===== config.mk =====
export PLATFORM = sky130hd
export DESIGN_NAME = boss_proj_pool
export DESIGN_NICKNAME = d
export VERILOG_FILES = /design/src/rtl/boss_proj_pool.sv
export SDC_FILE = /design/constraint.sdc
export NUM_CORES = 1
export LEC_CHECK = 0
export BUFFER_PORTS_ARGS = -buffer_cell sky130_fd_sc_hd__buf_2
export CORE_MARGIN = 1.5
export CORE_UTILIZATION = 58
export DETAILED_ROUTE_END_ITERATION = 10
export PLACE_DENSITY = 0.91
export SYNTH_ARGS = -nofsm -noshare
export SYNTH_HDL_FRONTEND = slang
export SYNTH_SLANG_ARGS = --single-unit

===== constraint.sdc =====
create_clock -name clk -period 7.2 [get_ports clk]
set_input_delay 1.44 -clock clk [delete_from_list [all_inputs] [get_ports clk]]
set_output_delay 1.44 -clock clk [all_outputs]
set_load 0.01 [all_outputs]

===== src/rtl/boss_proj_pool.sv =====
// Boss projectile pool: fixed slots with lowest-free allocation, downward motion, hit/despawn retirement.
// Optional X homing toward the player is enabled with macro BOSS_PROJ_HOMING_EN.
module boss_proj_pool #(
    parameter int NUM_PROJ = 8,
    parameter int STEP_Y   = 4,
    parameter int SCREEN_H = 480
) (
    input  logic                   clk,
    input  logic                   sw,
    input  logic                   move_pulse,
    input  logic                   spawn_req,
    input  logic [9:0]             spawn_x,
    input  logic [8:0]             spawn_y,
    input  logic [9:0]             target_x,
    input  logic                   hit_valid,
    input  logic [3:0]             hit_idx,
    output logic                   spawn_ack,
    output logic                   spawn_drop,
    output logic [NUM_PROJ*10-1:0] proj_x,
    output logic [NUM_PROJ*9-1:0]  proj_y,
    output logic [NUM_PROJ-1:0]    active,
    output logic [4:0]             active_count
);

    localparam logic [9:0] PARK_X = 10'h3FF;
    localparam logic [8:0] PARK_Y = 9'h1FF;

    logic [NUM_PROJ-1:0] active_q, active_d;
    logic [4:0]          cnt_q, cnt_d;
    logic                ack_q, ack_d;
    logic                drop_q, drop_d;
    logic [9:0]          x_q [NUM_PROJ];
    logic [9:0]          x_d [NUM_PROJ];
    logic [8:0]          y_q [NUM_PROJ];
    logic [8:0]          y_d [NUM_PROJ];
    logic [9:0]          y_step [NUM_PROJ];
    logic [3:0]          alloc_idx;
    logic                full;
    logic                accept;

`ifdef BOSS_PROJ_HOMING_EN
    function automatic logic [9:0] home_step(input logic [9:0] x, input logic [9:0] tgt);
        logic [9:0] r;
        r = x;
        if (x < tgt && x < 10'd639)
            r = x + 10'd1;
        else if (x > tgt && x > 10'd0)
            r = x - 10'd1;
        return r;
    endfunction
`else
    logic unused_target;
    assign unused_target = ^target_x;
`endif

    // Widened to 10 bits so a Y near 511 cannot wrap below the boundary.
    always_comb begin
        for (int i = 0; i < NUM_PROJ; i++)
            y_step[i] = {1'b0, y_q[i]} + 10'(STEP_Y);
    end

    always_comb begin
        full      = &active_q;
        alloc_idx = '0;
        for (int i = NUM_PROJ - 1; i >= 0; i--)
            if (!active_q[i]) alloc_idx = 4'(i);
        accept    = spawn_req && !full;
        ack_d     = accept;
        drop_d    = spawn_req && full;
        active_d  = active_q;
        x_d       = x_q;
        y_d       = y_q;
        cnt_d     = '0;

        for (int i = 0; i < NUM_PROJ; i++) begin
            if (active_q[i]) begin
                if (hit_valid && hit_idx == 4'(i)) begin
                    active_d[i] = 1'b0;
                end else if (move_pulse) begin
                    if (y_step[i] >= 10'(SCREEN_H)) begin
                        active_d[i] = 1'b0;
                    end else begin
                        y_d[i] = y_step[i][8:0];
`ifdef BOSS_PROJ_HOMING_EN
                        x_d[i] = home_step(x_q[i], target_x);
`endif
                    end
                end
            end else if (accept && alloc_idx == 4'(i)) begin
                // Freshly spawned slots skip this cycle's move.
                active_d[i] = 1'b1;
                x_d[i]      = spawn_x;
                y_d[i]      = spawn_y;
            end
        end

        for (int i = 0; i < NUM_PROJ; i++)
            cnt_d = cnt_d + 5'(active_d[i]);
    end

    always_ff @(posedge clk or negedge sw) begin
        if (!sw) begin
            active_q <= '0;
            cnt_q    <= '0;
            ack_q    <= 1'b0;
            drop_q   <= 1'b0;
        end else begin
            active_q <= active_d;
            cnt_q    <= cnt_d;
            ack_q    <= ack_d;
            drop_q   <= drop_d;
        end
    end

    // Coordinates need no reset: they are masked by active_q on the outputs.
    always_ff @(posedge clk) begin
        x_q <= x_d;
        y_q <= y_d;
    end

    for (genvar g = 0; g < NUM_PROJ; g++) begin : g_out
        assign proj_x[g*10 +: 10] = active_q[g] ? x_q[g] : PARK_X;
        assign proj_y[g*9 +: 9]   = active_q[g] ? y_q[g] : PARK_Y;
    end

    assign active       = active_q;
    assign active_count = cnt_q;
    assign spawn_ack    = ack_q;
    assign spawn_drop   = drop_q;

endmodule


; After elaboration in Yosys (flattened, before gate mapping)
; Index checks and enable logic that the tools add are counted.
[op_classes]
addsub = 15
order_cmp = 8
eq_ne = 38
n_mux = 104
bitwise_logic = 8
n_reduce_logical = 46
[op_table]
columns = op, count
row1 = 2-to-1 mux 9 bit, 48
row2 = "adder 9 x 3 -> 10 bit, second input constant", 8
row3 = "greater-or-equal comparator 10 x 9 -> 1 bit, second input constant", 8
row4 = 2-to-1 mux 10 bit, 8
row5 = "inequality test 2 bit, second input constant", 24
row6 = 2-to-1 mux 1 bit, 40
row7 = "== test 4 x 3 -> 1 bit, second input constant", 8
row8 = AND reduction 4 bit, 8
row9 = 2-to-1 mux 4 bit, 6
row10 = logical AND 1 bit, 18
row11 = "== test 4 x 2 -> 1 bit, second input constant", 4
row12 = AND reduction 2 bit, 8
row13 = nonzero test 2 bit, 8
row14 = adder 5 x 1 -> 5 bit, 3
row15 = "== test 4 x 1 -> 1 bit, second input constant", 2
row16 = logical NOT 4 bit, 2
row17 = NOT 1 bit, 8
row18 = AND reduction 8 bit, 1
row19 = 2-to-1 mux 3 bit, 2
row20 = adder 4 x 1 -> 5 bit, 1
row21 = adder 3 x 1 -> 4 bit, 1
row22 = adder 2 x 1 -> 3 bit, 1
row23 = adder 1 x 1 -> 2 bit, 1
row24 = logical NOT 1 bit, 1
[word_totals]
ff_bits = 167
in_bits = 38
word_cells = 239

; Logic depth before layout (Yosys ltp)
; Gate-level depths: netlist of run 1.
[logic_depth]
depth_word = 19
mapped_depth = 15
mapped_depth_nobuf = 15

; Least setup slack after synthesis of run 1
; No wires, ideal clock.
[synth_timing]
path_type = input to register
startpoint = input move_pulse
endpoint = register cnt_q[2], in the netlist active_count[2]
arrival_time_ns = 4.226
t_required_ns = 7.077
slack_ns = 2.852
path_stages = 14
path_buffers = 1
path_cell_list = buf_1 -> nand3_1 -> a31oi_1 -> o21a_1 -> fa_1 -> inv_1 -> fa_1 -> inv_1 -> fa_1 -> inv_1 -> ha_1 -> inv_1 -> fa_1 -> xnor2_1
[synth_between]
elab_chain_len = 10
word_cells_on_any_way = 31
[synth_lines]
columns = element, line
row1 = start: declaration, 10  ; input logic move_pulse,
row2 = 2-to-1 mux 1 bit, 79  ; end else if (move_pulse) begin
row3 = 2-to-1 mux 1 bit, 77  ; if (hit_valid && hit_idx == 4'(i)) begin
row4 = 2-to-1 mux 1 bit, 76  ; if (active_q[i]) begin
row5 = adder 1 x 1 -> 2 bit, 98  ; cnt_d = cnt_d + 5'(active_d[i]);
row6 = adder 2 x 1 -> 3 bit, 98
row7 = adder 3 x 1 -> 4 bit, 98
row8 = adder 4 x 1 -> 5 bit, 98
row9 = adder 5 x 1 -> 5 bit (2 in a row), 98
row10 = adder 5 x 1 -> 5 bit (*), 98
row11 = net cnt_d[2], 29  ; logic [4:0] cnt_q, cnt_d;
row12 = end signal: assignment, 109  ; cnt_q <= cnt_d;
row13 = end: declaration, 29
; The timed path passes the listed nets; every way through them passes the cells marked *.
; A chain may end at the register's enable or synchronous reset.

; Worst setup path in the final report of run 1
[layout_timing]
startpoint = input hit_idx[0]
endpoint = register cnt_q[2], in the netlist active_count[2]
[layout_between]
elab_chain_len = 11
word_cells_on_any_way = 39
[layout_lines]
columns = element, line
row1 = start: declaration, 16  ; input logic [3:0] hit_idx,
row2 = == test 4 x 1 -> 1 bit or logical NOT 4 bit (tied branches), 77
row3 = logical AND 1 bit, 77
row4 = 2-to-1 mux 1 bit, 77
row5 = 2-to-1 mux 1 bit, 76
row6 = adder 1 x 1 -> 2 bit, 98
row7 = adder 2 x 1 -> 3 bit, 98
row8 = adder 3 x 1 -> 4 bit, 98
row9 = adder 4 x 1 -> 5 bit, 98
row10 = adder 5 x 1 -> 5 bit (2 in a row), 98
row11 = adder 5 x 1 -> 5 bit (*), 98
row12 = net cnt_d[2], 29
; Marks and branches as above.

==> flow_metrics.py, run 1 <==
metrics = {
    "die": {
        "fp.coreArea_um2": 14000,
        "fp.dieW_um": 123,
        "dieArea_um2": 15200,
        "die_h_um": 123,
        "fp-row-count": 43,
        "pin_count": 205,
        "initial_core_util": 0.598,
    },
    "critical_path": {
        "path_cells": "buf_2, inv_1, nand2_1, o41ai_1, o21a_1, fa_1, inv_1, fa_1, inv_1, fa_1, inv_1, ha_1, inv_1, fa_1, xnor2_1",
        "crit_slowest_cell": "o41ai_1",
        "worst_ep_arrival_time_ps": 4820,
        "reg2regPathDepth": 15,
        "cp-start-kind": "primary input",
        "cpMostUsedCell": "inv_1",
        "rrSetupSlack_ps": 3160,
        "cp-end-kind": "flop",
        "critPathMaxFanout": 5,
        "required_ps": 7510,
        "r2r-start": "y_q[56]",
        "r2r-end": "active_count[2]",
        "critical-path-max-stage-delay_ps": 570,
        "criticalPathCategory": "primary input to flop",
    },
    "synth": {
        "synth_fp_nets": 801,
        "yosys_warnings": 0,
        "synth_edf_count": 152,
        "ys_ff_latch": 166,
        "ys.flop_type": "edfxtp_1",
        "syn_area_um2": 8360,
        "synthCells": 743,
        "synth_top_area_cell": "edfxtp_1",
        "syn_avg_cell_area_um2": 11.3,
        "synthTopCellsByArea": "edfxtp_1, nand2b_1, dfrtp_1",
        "yosys.area.top_type_share": 0.546,
        "ys_async_sr_fraction": 0.0843,
        "synth_cell_type_count": 48,
        "seq_area_frac_synth": 0.588,
    },
    "hold_path": {
        "worstHoldStart": "active[4]",
        "hold_depth": 2,
        "hold_path_class": "flop to flop",
        "whs_endpoint": "spawn_drop",
    },
    "cts": {
        "cts_buffers": 17,
        "htreeDepth": 4,
        "cts_resized": 0,
        "postCtsHoldBufs": 0,
        "clk_pin_slew_ps": 70,
        "root_buffer": "clkbuf_16",
        "cts_sinks": 166,
        "cts_setup_buffers": 0,
        "clk_latency_ps": 430,
        "clk_path_buf_depth": 2,
        "cts_tree": "done",
    },
    "power_and_ir_drop": {
        "p_leak_nw": 3.81,
        "share_comb_of_total_power": 0.404,
        "clkPwrFrac": 0.222,
        "pwr-share-seq": 0.374,
        "p_int_mw": 2.66,
        "swShare": 0.382,
        "p_per_area_nw_per_um2": 427,
        "power_switching_mw": 1.64,
        "ir_drop_v": 0.000242,
    },
    "timing": {
        "relSlewSlack": 0.204,
        "finalClockSkew_ps": 8.30,
        "maxSlewViolCount": 0,
        "worst_slew_pin_slew_ps": 1190,
        "period_needed_ps": 4510,
        "fmax_ghz": 0.222,
        "layout_setup_ws_ps": 2690,
        "finalSetupViolCount": 0,
        "min_period_over_period": 0.626,
        "tns_ps": 0,
        "rsz0062_at_grt": "false",
        "finalHoldViolCount": 0,
    },
    "global_routing": {
        "antenna_found_initial": 0,
        "grt_max_degree": 42,
        "grt_pass1_vias": 5774,
        "grt_overflow_total": 0,
        "grt.total_usage": 0.276,
        "grt_pass1_wl_um": 30700,
    },
    "placement": {
        "port_buffers": 193,
        "pre_cts_ws_ps": 2390,
        "dp_hpwl_um": 14100,
        "gp_congestion": 0.895,
    },
    "final_layout": {
        "fillCellCount": 971,
        "final_cell_mix": "buf_2, edfxtp_1, nand2b_1",
        "final_common_cell": "buf_2",
        "final_nets": 979,
        "syn_to_final_growth_pct": 20.5,
        "drive_above_1_share": 0.262,
        "n_antenna_cell": 0,
    },
    "drt": {
        "wl_per_cell_um": 18.5,
        "wl_met2_um": 10600,
        "antenna_left": 0,
        "routed_wl_um": 20600,
        "drcViolationCount": 0,
        "top_layer": "met4",
        "wl_met3_um": 1440,
        "drt-initial-drc-count": 550,
        "wl_met1_um": 8020,
        "first_pass_iters": 5,
        "viasPerCell": 5.66,
        "vias": 6309,
    },
    "flow_run": {
        "maxCapViolCount": 0,
    },
    "outcome": {
        "outcome": "finished, final reports clean",
    },
}
synthesized netlist by cell type, types with 4 or more instances:
cell and instances:
edfxtp_1 152, nand2b_1 145, nor2_1 54, a21oi_1 46, nand2_1 45, nand3_1 36
inv_1 30, clkbuf_1 28, xor2_1 25, nor2b_1 24, o21ai_0 19, ha_1 16
xnor2_1 16, nand4_1 15, dfrtp_1 14, a31oi_1 12, mux2_2 8, buf_1 7
or3_1 7, clkbuf_2 4, fa_1 4, o31ai_1 4
per-layer routing:
metal | global-route usage | vias to the layer above
li1 | - | 2941
met5 | 0 | -
met4 | 0.121 | 0
met1 | 0.360 | 2999
met2 | 0.458 | 322
met3 | 0.0466 | 47
kinds of logic after synthesis:
logic type      count (synthesis)  synth area share
simple gates                  337             0.222
buf+inv                        72            0.0340
compound gates                 98            0.0690
other cells                     1          0.000448
mux                             8            0.0108
flops                         166             0.588
xor+xnor                       41            0.0429
fa+ha+maj                      20            0.0335
through the flow:
stage / power [mW] / instance area [um^2] / hold WS [ps] / util / std cells
floorplan: 2.73 / 8360 / 648 / - / 743
global route: 4.59 / 10100 / 680 / 0.720 / 1114
CTS: 4.31 / 10100 / 643 / 0.720 / 1114
global placement: 3.25 / 9450 / 629 / 0.676 / 1082
finish: 4.30 / 10100 / 642 / 0.720 / 1114
detailed placement: 3.33 / 9450 / 631 / 0.676 / 1082
worst max path at each step:
stage / startpoint / to / slack (ps)
5_1_grt: hit_idx[0] / active_count[2] / 2550
4_1_cts: hit_idx[0] / active_count[2] / 2750
6_report: hit_idx[0] / active_count[2] / 2690
3_3_place_gp: hit_idx[0] / active_count[2] / 2420
3_5_place_dp: hit_idx[0] / active_count[2] / 2390
2_1_floorplan: move_pulse / active_count[2] / 2850
state kept, by name, indices dropped and copies added (netlist names):
| register | cells |
|---|---|
| x_q | 80 |
| y_q | 72 |
| active | 8 |
| active_count | 4 |
| spawn_ack | 1 |
| spawn_drop | 1 |
worst max-delay path: cells and delay by family:
kind | cells | cell delay [ps]
AO/OA/AOI/OAI | 2 | 860
XOR/XNOR | 1 | 130
adder cells (fa/ha/maj) | 5 | 1790
buffers and inverters | 6 | 510
AND/OR/NAND/NOR | 1 | 80
power groups by stage:
stage | Sequential (mW) | Clock, mW | Combinational [mW]
after floorplan | 1.55 | 0 | 1.18
after global placement | 1.60 | 0 | 1.65
after detailed placement | 1.61 | 0 | 1.72
after CTS | 1.60 | 0.964 | 1.74
final | 1.61 | 0.956 | 1.74
after global routing | 1.64 | 1.00 | 1.95
area by class of cell:
class                           instances  area, um^2  area share
Sequential cell                       166        4910       0.488
Tap cell                              180         225      0.0224
Clock buffer                           17         425      0.0422
Clock inverter                         15         200      0.0199
Timing Repair Buffer                  201        1030       0.102
Inverter                               30         113      0.0112
Multi-Input combinational cell        505        3170       0.315
(Power assumes the default switching activity.)
==> inputs of run 2 (changes only) <==
--- a/config.mk
+++ b/config.mk
@@ -7,9 +7,9 @@
 export LEC_CHECK = 0
 export BUFFER_PORTS_ARGS = -buffer_cell sky130_fd_sc_hd__buf_2
 export CORE_MARGIN = 1.5
-export CORE_UTILIZATION = 58
+export CORE_UTILIZATION = 54
 export DETAILED_ROUTE_END_ITERATION = 10
-export PLACE_DENSITY = 0.91
+export PLACE_DENSITY = 0.86
 export SYNTH_ARGS = -nofsm -noshare
 export SYNTH_HDL_FRONTEND = slang
 export SYNTH_SLANG_ARGS = --single-unit
==> constraint.sdc (replaced) <==
create_clock -name clk -period 4.15 [get_ports clk]
set_input_delay 0.83 -clock clk [delete_from_list [all_inputs] [get_ports clk]]
set_output_delay 0.83 -clock clk [all_outputs]
set_load 0.01 [all_outputs]
==> flow_metrics.py, run 2 (synthesis results as in run 1) <==
metrics = {
    "global_routing": {
        "grt_overflow_total": 0,
        "grt.total_usage": 0.256,
        "grt_pass1_wl_um": 31200,
        "antenna_found_initial": 1,
        "grt_max_degree": 41,
        "grt_pass1_vias": 5882,
    },
    "final_layout": {
        "largest_reg_flops": 80,
        "final_nets": 986,
        "final_cell_mix": "buf_2, edfxtp_1, nand2b_1",
        "top_register": "x_q",
        "drive_above_1_share": 0.266,
        "final_util": 0.663,
        "final_area_um2": 10000,
        "multi_input_area_um2": 3180,
        "stdcell_count": 1130,
        "regArea_um2": 4910,
        "fillCellCount": 1185,
        "syn_to_final_growth_pct": 20.1,
        "final_common_cell": "buf_2",
    },
    "drt": {
        "drcViolationCount": 0,
        "vias": 6305,
        "antenna_left": 0,
        "viasPerCell": 5.58,
        "wl_per_cell_um": 18.5,
        "drt-initial-drc-count": 466,
        "first_pass_iters": 7,
        "routed_wl_um": 20900,
    },
    "critical_path": {
        "r2r-start": "y_q[56]",
        "cp-start-kind": "flop",
        "criticalPathCategory": "flop to flop",
        "critical-path-max-stage-delay_ps": 480,
        "reg2regPathDepth": 15,
        "cp-end-kind": "flop",
        "rrSetupSlack_ps": 180,
        "crit_slowest_cell": "a2111oi_4",
        "critPathMaxFanout": 5,
        "r2r-end": "active_count[2]",
        "path_cells": "ha_1, nand3_1, nand2_1, a2111oi_4, a211o_1, fa_1, inv_1, fa_1, inv_1, fa_1, inv_1, ha_1, inv_1, fa_1, xnor2_1",
        "required_ps": 4460,
        "worst_ep_arrival_time_ps": 4280,
    },
    "outcome": {
        "outcome": "finished, final reports clean",
    },
    "timing": {
        "layout_setup_ws_ps": 177,
        "finalHoldViolCount": 0,
        "fmax_ghz": 0.252,
        "worst_slew_pin_slew_ps": 1190,
        "maxSlewViolCount": 0,
        "relSlewSlack": 0.203,
        "period_needed_ps": 3970,
        "rsz0062_at_grt": "false",
        "finalClockSkew_ps": 8.78,
        "tns_ps": 0,
        "finalSetupViolCount": 0,
        "min_period_over_period": 0.957,
    },
    "placement": {
        "dp_hpwl_um": 14300,
        "port_buffers": 193,
        "placed_cells_incl_taps": 1097,
        "pre_cts_ws_ps": 158,
        "gp_congestion": 0.895,
        "placed_cell_area_um2": 9510,
    },
    "die": {
        "die_h_um": 127,
        "fp-row-count": 45,
        "initial_core_util": 0.552,
        "dieArea_um2": 16200,
        "fp.dieW_um": 127,
        "fp.coreArea_um2": 15100,
        "pin_count": 205,
    },
    "cts": {
        "postCtsHoldBufs": 0,
        "htreeDepth": 4,
        "cts_sinks": 166,
        "clk_path_buf_depth": 2,
        "cts_buffers": 17,
        "clk_pin_slew_ps": 60,
        "root_buffer": "clkbuf_16",
        "cts_tree": "done",
        "clk_latency_ps": 430,
    },
    "power_and_ir_drop": {
        "p_leak_nw": 3.79,
        "p_per_area_nw_per_um2": 718,
        "ir_drop_v": 0.000526,
    },
    "hold_path": {
        "hold_path_class": "primary input to async pin",
    },
    "flow_run": {
        "maxCapViolCount": 0,
    },
}
-- run 2: worst max path at each step --
stage / startpoint / to / slack (ps) / depth (start not counted)
6_report: y_q[56] / active_count[2] / 180 / 15
5_1_grt: y_q[56] / active_count[1] / 4 / 15
4_1_cts: y_q[57] / active_count[2] / 230 / 15
3_5_place_dp: hit_idx[0] / active_count[2] / 160 / 15
3_3_place_gp: hit_idx[0] / active_count[2] / 180 / 15
2_1_floorplan: move_pulse / active_count[2] / 410 / 14
-- run 2: layout make-up --
class	instances	share of cell area
clock buffer	20	0.0435
clock inverter	12	0.00822
tap	188	0.0234
multi-input combinational	505	0.317
timing repair buffer	208	0.107
sequential	166	0.489
inverter	30	0.0112
antenna	1	0.000249
-- run 2: metrics by stage --
| step | hold WS (ps) | power [mW] |
|---|---|---|
| 2_1_floorplan | 534 | 4.74 |
| 3_3_place_gp | 674 | 5.69 |
| 3_5_place_dp | 695 | 5.78 |
| 4_1_cts | 292 | 7.18 |
| 5_1_grt | 300 | 7.66 |
| 6_report | 297 | 7.22 |
-- run 2: where the power goes --
group	leakage (nW)	internal (mW)	switching (mW)
clock network	0.240	0.761	0.637
logic	1.98	1.21	1.78
registers	1.57	2.40	0.425
-- run 2: timing repair --
action	4_1_cts	5_1_grt
resized for setup	0	1
buffers inserted	0	0
endpoints found under the setup margin	0	1
-- run 2: metal layers --
layer  global-route usage  vias up  wire length, um
met5                    0        -                0
met4               0.0969        0              579
met3               0.0578       48             1350
met2                0.420      274            10300
met1                0.334     3033             8620
li1                     -     2950                -
-- run 2: worst max-delay path: cells and delay by family, from the launching register on --
kind | cells | cell delay [ps]
fa+ha+maj | 6 | 2090
flops | 1 | 450
compound gates | 2 | 680
buf+inv | 4 | 290
xor+xnor | 1 | 130
simple gates | 2 | 230
